`config.mk`:
```
export PLATFORM = sky130hd
export DESIGN_NAME = ifetch_queue_flat
export DESIGN_NICKNAME = d
export VERILOG_FILES = /design/src/rtl/ifetch_queue_if.sv /design/src/rtl/ifetch_queue.sv /design/src/flat_wrapper.sv
export SDC_FILE = /design/constraint.sdc
export NUM_CORES = 1
export LEC_CHECK = 0
export BUFFER_PORTS_ARGS = -buffer_cell sky130_fd_sc_hd__buf_2
export CELL_PAD_IN_SITES_DETAIL_PLACEMENT = 1
export CELL_PAD_IN_SITES_GLOBAL_PLACEMENT = 2
export CORE_MARGIN = 2
export CORE_UTILIZATION = 37
export DETAILED_ROUTE_END_ITERATION = 8
export HOLD_SLACK_MARGIN = 0.08
export PLACE_DENSITY_LB_ADDON = 0.1
export RECOVER_POWER = 50
export SLEW_MARGIN = 0
export SYNTH_ARGS = -nofsm -noshare
export SYNTH_HDL_FRONTEND = slang
export SYNTH_SLANG_ARGS = --single-unit
```
`constraint.sdc`:
```
create_clock -name clk -period 2.15 [get_ports clk]
set_input_delay 0.43 -clock clk [delete_from_list [all_inputs] [get_ports clk]]
set_output_delay 0.43 -clock clk [all_outputs]
set_load 0.01 [all_outputs]
```
`src/rtl/ifetch_queue_if.sv`:
```
// Fetch-side bus bundle: pc_mips feedback, instruction memory port, decode handshake
// and execute redirect.
interface ifetch_queue_if;
   logic [31:0] pc;
   logic [31:0] imem_addr;
   logic [31:0] imem_rdata;
   logic        dec_valid;
   logic        dec_ready;
   logic [31:0] dec_instr;
   logic [31:0] dec_pc;
   logic        ex_redirect;
   logic [31:0] ex_target;
   logic        fetch_redirect;
   logic [31:0] fetch_target;

   modport master (
      input  pc, imem_rdata, dec_ready, ex_redirect, ex_target,
      output imem_addr, dec_valid, dec_instr, dec_pc, fetch_redirect, fetch_target
   );

   modport slave (
      output pc, imem_rdata, dec_ready, ex_redirect, ex_target,
      input  imem_addr, dec_valid, dec_instr, dec_pc, fetch_redirect, fetch_target
   );
endinterface

```
`src/rtl/ifetch_queue.sv`:
```
// Instruction fetch queue: pairs imem words with their pc, buffers them for decode,
// and re-steers pc_mips on overflow (replay) or execute redirect.
//
// state  | meaning
// RUN    | normal fetch, s1 words pushed into the queue
// WAIT   | overflow seen, dropping s1 words until the queue has room
// REDIR  | fetch_redirect asserted toward pc_mips with replay_pc
// SETTLE | pc_mips still emitting the pre-redirect address, drop it
module ifetch_queue #(
   parameter int DEPTH = 4
) (
   input  logic           clk,
   input  logic           rst_n,
   ifetch_queue_if.master bus
);
   localparam int AW = $clog2(DEPTH);
   localparam logic [AW:0] FULL_CNT = (AW+1)'(DEPTH);

   typedef enum logic [1:0] {RUN, WAIT, REDIR, SETTLE} state_t;

   state_t        state;
   state_t        state_nxt;
   logic [31:0]   s1_pc;
   logic          s1_valid;
   logic [31:0]   replay_pc;
   logic [31:0]   replay_nxt;
   logic          fetch_redirect_q;
   logic [31:0]   fetch_target_q;

   logic [AW-1:0] wr_ptr;
   logic [AW-1:0] rd_ptr;
   logic [AW:0]   count;
   logic [31:0]   q_pc    [DEPTH];
   logic [31:0]   q_instr [DEPTH];

   logic          full;
   logic          pop;
   logic          push;

   assign bus.imem_addr      = bus.pc;
   assign bus.dec_valid      = (count != '0);
   assign bus.dec_pc         = q_pc[rd_ptr];
   assign bus.dec_instr      = q_instr[rd_ptr];
   assign bus.fetch_redirect = fetch_redirect_q;
   assign bus.fetch_target   = fetch_target_q;

   assign full = (count == FULL_CNT);
   assign pop  = bus.dec_valid && bus.dec_ready;

   always_comb begin
      state_nxt  = state;
      replay_nxt = replay_pc;
      push       = 1'b0;
      if (bus.ex_redirect) begin
         state_nxt  = REDIR;
         replay_nxt = bus.ex_target;
      end else begin
         case (state)
            RUN: begin
               if (s1_valid) begin
                  if (!full || pop) begin
                     push = 1'b1;
                  end else begin
                     replay_nxt = s1_pc;
                     state_nxt  = WAIT;
                  end
               end
            end
            WAIT:    if (!full || pop) state_nxt = REDIR;
            REDIR:   state_nxt = SETTLE;
            SETTLE:  state_nxt = RUN;
            default: state_nxt = RUN;
         endcase
      end
   end

   always_ff @(posedge clk or negedge rst_n) begin
      if (!rst_n) begin
         state            <= RUN;
         s1_pc            <= '0;
         s1_valid         <= 1'b0;
         replay_pc        <= '0;
         fetch_redirect_q <= 1'b0;
         fetch_target_q   <= '0;
      end else begin
         state            <= state_nxt;
         s1_pc            <= bus.pc;
         s1_valid         <= 1'b1;
         replay_pc        <= replay_nxt;
         // Registered so the pulse lines up exactly with the REDIR state.
         fetch_redirect_q <= (state_nxt == REDIR);
         if (state_nxt == REDIR) fetch_target_q <= replay_nxt;
      end
   end

   always_ff @(posedge clk or negedge rst_n) begin
      if (!rst_n) begin
         wr_ptr <= '0;
         rd_ptr <= '0;
         count  <= '0;
         for (int i = 0; i < DEPTH; i++) begin
            q_pc[i]    <= '0;
            q_instr[i] <= '0;
         end
      end else if (bus.ex_redirect) begin
         wr_ptr <= '0;
         rd_ptr <= '0;
         count  <= '0;
      end else begin
         if (push) begin
            q_pc[wr_ptr]    <= s1_pc;
            q_instr[wr_ptr] <= bus.imem_rdata;
            wr_ptr          <= wr_ptr + 1'b1;
         end
         if (pop) rd_ptr <= rd_ptr + 1'b1;
         case ({push, pop})
            2'b10:   count <= count + 1'b1;
            2'b01:   count <= count - 1'b1;
            default: count <= count;
         endcase
      end
   end
endmodule

```
`src/flat_wrapper.sv`:
```
// flat-port wrapper written by rule: the top's interface ports become plain ports
module ifetch_queue_flat 
#(
   parameter int DEPTH = 4
)
  (clk, rst_n, bus_pc, bus_imem_rdata, bus_dec_ready, bus_ex_redirect, bus_ex_target, bus_imem_addr, bus_dec_valid, bus_dec_instr, bus_dec_pc, bus_fetch_redirect, bus_fetch_target);
  ifetch_queue_if bus_i ();
  input  logic clk;
  input  logic rst_n;
  input wire logic [$bits(bus_i.pc)-1:0] bus_pc;
  input wire logic [$bits(bus_i.imem_rdata)-1:0] bus_imem_rdata;
  input wire logic [$bits(bus_i.dec_ready)-1:0] bus_dec_ready;
  input wire logic [$bits(bus_i.ex_redirect)-1:0] bus_ex_redirect;
  input wire logic [$bits(bus_i.ex_target)-1:0] bus_ex_target;
  output wire logic [$bits(bus_i.imem_addr)-1:0] bus_imem_addr;
  output wire logic [$bits(bus_i.dec_valid)-1:0] bus_dec_valid;
  output wire logic [$bits(bus_i.dec_instr)-1:0] bus_dec_instr;
  output wire logic [$bits(bus_i.dec_pc)-1:0] bus_dec_pc;
  output wire logic [$bits(bus_i.fetch_redirect)-1:0] bus_fetch_redirect;
  output wire logic [$bits(bus_i.fetch_target)-1:0] bus_fetch_target;
  assign bus_i.pc = bus_pc;
  assign bus_i.imem_rdata = bus_imem_rdata;
  assign bus_i.dec_ready = bus_dec_ready;
  assign bus_i.ex_redirect = bus_ex_redirect;
  assign bus_i.ex_target = bus_ex_target;
  assign bus_imem_addr = bus_i.imem_addr;
  assign bus_dec_valid = bus_i.dec_valid;
  assign bus_dec_instr = bus_i.dec_instr;
  assign bus_dec_pc = bus_i.dec_pc;
  assign bus_fetch_redirect = bus_i.fetch_redirect;
  assign bus_fetch_target = bus_i.fetch_target;
  ifetch_queue #(.DEPTH(DEPTH)) u_core (.clk(clk), .rst_n(rst_n), .bus(bus_i));
endmodule
```
* Word level (Yosys, flattened, before mapping) *
Cells that the tools add are included.

storage, ports and cells
  memories kept = 0
  register bits after elaboration = 363
  input port bits = 100
  memory bits (writable) = 0
  logic and storage cells = 73
  output and inout port bits = 130
  bits in read-only memories = 0
  latch bits = 0

operators by class
  multipliers = 0
  equality and inequality tests = 7
  bitwise operators = 3
  shifts and indexed selects = 0
  $lt $le $gt $ge = 3
  add/subtract/negate cells = 4
  reduce and logical (&&, ||, !) cells = 10
  muxes and demuxes = 29
  divide/modulo/power cells = 0

operators by type and width
  kind                   number
  $mux W32               9
  $bwmux W128            2
  $bmux W32 S2           2
  $demux W32 S2          1
  $mux W2                8
  $eq A2 B2 Y1 const B   4
  $pmux W2 S4            1
  $ge A3 B3 Y1 const B   2
  $not A2 Y3             2
  $pmux W3 S2            1
  $reduce_bool A3 Y1     2
  $add A2 B1 Y2 const B  2
  $eq A2 B1 Y1 const B   2
  $mux W1                4
  $reduce_bool A2 Y1     2
  $add A3 B1 Y3 const B  1
  $eq A3 B3 Y1 const B   1
  $lt A3 B1 Y1 const B   1
  $mux W3                1
  $sub A3 B1 Y3 const B  1
  $logic_and A1 B1 Y1    2
  $logic_not A2 Y1       1
  $reduce_and A2 Y1      1
  $logic_not A1 Y1       1
  2 further kinds        2

* Logic depth before layout (Yosys ltp) *
  depth in word-level cells = 10
  mapped depth = 7
  depth with buffers taken out = 7

* Least setup slack after synthesis *
OpenSTA, ideal clock, no wires.

  path type = register to register
  start = register u_core.count[0]
  end = register u_core.count[2]
  clock period less this slack = 2.250 ns
  stages on the path, launching flop included = 7
  path buffers = 0
  library setup time = 0.082 ns
  slack = -0.100 ns
  data required time = 2.068 ns
  arrival = 2.168 ns
  cells stage by stage = dfrtp_1 -> or3_1 -> nand2_1 -> nor2_1 -> fa_1 -> or4_1 -> a31oi_1

on the way
  cells in the longest elaborated chain, start to end = 10
  elaborated cells between the ends (all ways) = 16
  those cells by class = add/sub (2); eq/ne (3); mux (6); reduce/logical (5)

RTL lines
  item                                          line                 source
  from (decl)                                   ifetch_queue.sv:32   logic [AW:0] count;
  from (signal assigned)                        ifetch_queue.sv:117  2'b10: count <= count + 1'b1;
  from (signal assigned)                        ifetch_queue.sv:118  2'b01: count <= count - 1'b1;
  from (signal assigned)                        ifetch_queue.sv:119  default: count <= count;
  $reduce_bool A3 Y1 *                          ifetch_queue.sv:41   assign bus.dec_valid = (count != '0);
  via bus_dec_valid                             flat_wrapper.sv:16   output wire logic [$bits(bus_i.dec_valid)-1:0] bus_dec_valid;
  $logic_and A1 B1 Y1 *                         ifetch_queue.sv:48   assign pop = bus.dec_valid && bus.dec_ready;
  $logic_or A1 B1 Y1                            ifetch_queue.sv:61   if (!full || pop) begin
  $mux W1                                       ifetch_queue.sv:61
  $mux W1                                       ifetch_queue.sv:60   if (s1_valid) begin
  $mux W1                                       ifetch_queue.sv:58   case (state)
  $mux W1                                       ifetch_queue.sv:54   if (bus.ex_redirect) begin
  $eq A2 B1 Y1 or $eq A2 B2 Y1 (tied branches)  ifetch_queue.sv:116  case ({push, pop})
  $pmux W3 S2                                   ifetch_queue.sv:116
  $mux W3                                       ifetch_queue.sv:105  end else if (bus.ex_redirect) begin

The timed path passes the listed nets; every way through them passes the cells marked *.
A chain may end at the register's enable or synchronous reset.

* Worst setup path in the final report *
  start = register u_core.rd_ptr[0]
  end = output port bus_dec_instr[16]

on the way
  cells in the longest elaborated chain, start to end = 4

RTL lines
  item                                         line                 source
  from (decl)                                  ifetch_queue.sv:31   logic [AW-1:0] rd_ptr;
  from (signal assigned)                       ifetch_queue.sv:115  if (pop) rd_ptr <= rd_ptr + 1'b1;
  $not A2 Y3 (not written as such)             ifetch_queue.sv:43   assign bus.dec_instr = q_instr[rd_ptr];
  $bmux W32 S2                                 ifetch_queue.sv:43
  $mux W32 (not written as such) (2 in a row)  ifetch_queue.sv:43
  to (decl)                                    flat_wrapper.sv:17   output wire logic [$bits(bus_i.dec_instr)-1:0] bus_dec_instr;

No other way between the ends. The select of a mux whose other input is x is not followed.

==> metrics.md <==
| Metric | Value |
|---|---|
| Metal2 WL | 20.6 mm |
| Post-synth top area share | 54.4% |
| Detailed-route via count | 9752 |
| Routed WL per cell | 21.7 um |
| Post-route cell area | 20600 um2 |
| Post-route ant nets | 0 |
| Full die area | 46800 um2 |
| Slew Viols, Final | 0 |
| # port buffers | 229 |
| Area leader, netlist | dfrtp_1 |
| Placed Instance Area | 18500 um2 |
| Area of the multi-input gates | 6650 um2 |
| Compound-Gate Fraction of Synth Area | 2.56% |
| Failing checks | setup timing |
| Post-synth ARST share | 100% |
| Ys Warns | 0 |
| Slowest-stage cell, CP | mux4_2 |
| RSZ-0062 raised after global routing | true |
| Synth unique cells | 36 |
| Number of flops mapped to enable cells by yosys | 0 |
| Setup TNS | -15.50 ns |
| Initial DRC Count | 459 |
| Io pins | 230 |
| Wire length on met3 | 1.77 mm |
| Post-synth top flop | dfrtp_1 |
| Largest family of logic cells by synthesized area | multiplexers |
| Mux contribution to synthesized area | 31.5% |
| Post-Syn Nets | 1168 |
| Clock transition at path regs | 0.06 ns |
| Hold crit path type | in2reg |
| Post-synthesis simple-gate area fraction | 4.98% |
| Std-Cell Rows | 77 |
| Tightest Pin Transition | 0.962 ns |
| Initial antenna violation count | 0 |
| Tot GR Track Use | 18.6% |
| DR top layer | met4 |
| Synth cell count leaders | dfrtp_1, mux2_4, nand2_1 |
| Average via count per standard cell | 4.98 |
| Max IR drop VDD | 0.517 mV |
| Clock Skews | 0.00656 ns |
| Die X | 216 um |
| Final setup vio count | 64 |
| Syn Inst Count | 1063 |
| Antenna Cells | 0 |
| Relative slew margins | 35.9% |
| Crit path largest cell delay | 0.54 ns |
| Top achievable clock speed | 406 MHz |
| Minimum clock period | 2.46 ns |
| Post-Synth Adder-Cell Area | 0.420% |
| Hold Worst Slack | 0.156 ns |
| Final GP Congestion | 0.716 |
| Final Util | 46.4% |
| Final worst slack | -0.311 ns |
| Placeable core area | 44300 um2 |
| TritonCTS Buffers | 43 |
| Vert. Die Dim | 216 um |
| Pwr dens | 1070 nW/um2 |
| Seq. cell area | 9090 um2 |
| Run status | finished, violations left |
| Largest net degree at the start of global routing | 77 |
| CP required | 1.72 ns |
| Main area contributors after synthesis | dfrtp_1, mux2_4, mux4_2 |
| Clk root buf | clkbuf_16 |
| CP bufs+invs | 3 |
| Fin crit share | 114% |
| Nets@finish | 1440 |
| Syn_area_per_cell | 15.7 um2 |
| Max-Cap Viols | 0 |
| HPWL after DPL | 27.3 mm |
| Global-route wire length before repair | 67.5 mm |
| Clock Sinks | 363 |
| Most numerous cell in the Yosys netlist | dfrtp_1 |
| Leakage | 9.45 nW |
| H-tree levels | 2 |
| Initial Util | 37.6% |
| Routed wire length | 42.5 mm |
| Clock Tree Buf Depth | 3 |
| Vias in the first global route | 11.1k |
| GR Overflow Total | 0 |
| DRC | 0 |
| DRT met1 WL | 19.1 mm |
| Crit path DAT | 2.03 ns |
| Critical path's top delay family | multiplexers |
| Layout area overhead | 23.2% |
| Critical Path End Type | output port |
| CP startpoint kind | register |
| Worst-path fanout max | 4 |
| Cell Area, Synth | 16700 um2 |
| Worst setup path class | reg2out |
| Register area share after synthesis | 54.4% |
| Flops & latches, synth | 363 |
| Crit path cell chain | buf_12 > clkbuf_16 > mux4_2 > buf_6 |
| DP Worst Slack | -0.0168 ns |
| Filler Cell Count | 4439 |
| Clk Latency, worst-skew pair | 0.56 ns |
| CTS tree | yes |
| DR pass1 iterations | 4 |
| Post-Synth XOR/XNOR Area | 0.210% |
| Final Hold Fails | 0 |
| Fraction of layout cells with a size suffix above 1 | 48.7% |
-- final cells by class --
| type | instances | area share, % |
|---|---|---|
| clock buffer | 66 | 6.50 |
| clock inverter | 11 | 0.651 |
| inverter | 3 | 0.0609 |
| multi-input combinational | 598 | 32.4 |
| sequential | 363 | 44.2 |
| tap | 592 | 3.60 |
| timing repair buffer | 326 | 12.6 |
-- final timing paths --
path	startpoint	to	slack [ns]	cells past startpoint
max	u_core.rd_ptr[0]$_DFFE_PN0P_	bus_dec_instr[16]	-0.31	4
min	bus_imem_rdata[0]	u_core.q_instr[32]$_DFFE_PN0P_	0.16	2
max reg2reg	u_core.state[0]$_DFF_PN0_	u_core.q_instr[85]$_DFFE_PN0P_	0.03	6
min reg2reg	u_core.q_pc[1]$_DFFE_PN0P_	u_core.q_pc[1]$_DFFE_PN0P_	0.50	1
max in group asynchronous	rst_n	u_core.q_instr[120]$_DFFE_PN0P_	0.31	3
min in group asynchronous	rst_n	u_core.q_pc[104]$_DFFE_PN0P_	0.57	2
-- sequential cells by signal, summed over array words and instances, names as in the netlist --
register                   cells
u_core.q_instr               128
u_core.bus.fetch_target       32
u_core.s1_valid                1
u_core.replay_pc              32
u_core.state                   2
u_core.rd_ptr                  2
u_core.wr_ptr                  2
u_core.bus.fetch_redirect      1
u_core.count                   3
u_core.s1_pc                  32
u_core.q_pc                  128
-- logic make-up after synthesis --
kind of cell / count (synthesis)
multiplexers: 323
AND/OR/NAND/NOR: 197
XOR/XNOR: 4
buffers and inverters: 102
AO/OA/AOI/OAI: 68
flip-flops: 363
adder cells (fa/ha/maj): 5
other: 1
-- what timing repair did --
action | CTS | global route
cloned | 0 | 3
pin swaps | 1 | 3
buffers inserted | 1 | 2
hold endpoints to repair | 77 | 0
endpoints found under the setup margin | 65 | 65
hold buffers | 33 | 0
gates resized for setup | 30 | 15
-- metal layers --
layer	up-vias	track usage, %
met5	-	0
met4	0	5.82
met3	61	3.66
met2	197	30.7
met1	5190	24.6
li1	4304	-
-- through the flow --
step           instances  total power (W)
4_1_cts             1954           0.0221
6_report            1959           0.0219
3_5_place_dp        1843           0.0138
2_1_floorplan       1063           0.0116
3_3_place_gp        1843           0.0138
5_1_grt             1959           0.0230
-- power breakdown --
group	internal, W	total (W)	switching, W
sequential	0.00776	0.00838	0.000612
combinational	0.00361	0.00605	0.00244
clock	0.00462	0.00752	0.00290
total	0.0160	0.0219	0.00595
-- cell usage in the layout (no fill, tap or decap), drive strengths merged, types with 2 or more instances in the layout --
cell type	count
buf	249
bufinv	3
nor3b	2
clkinv	8
nand3	2
and2	5
nand2	136
a31oi	65
inv	3
or3b	2
mux2i	2
clkbuf	110
ha	4
dlygate4sd3	33
mux2	257
xor2	3
nor2	43
mux4	64
dfrtp	363
Note: power is estimated with default switching activity, not from simulation.
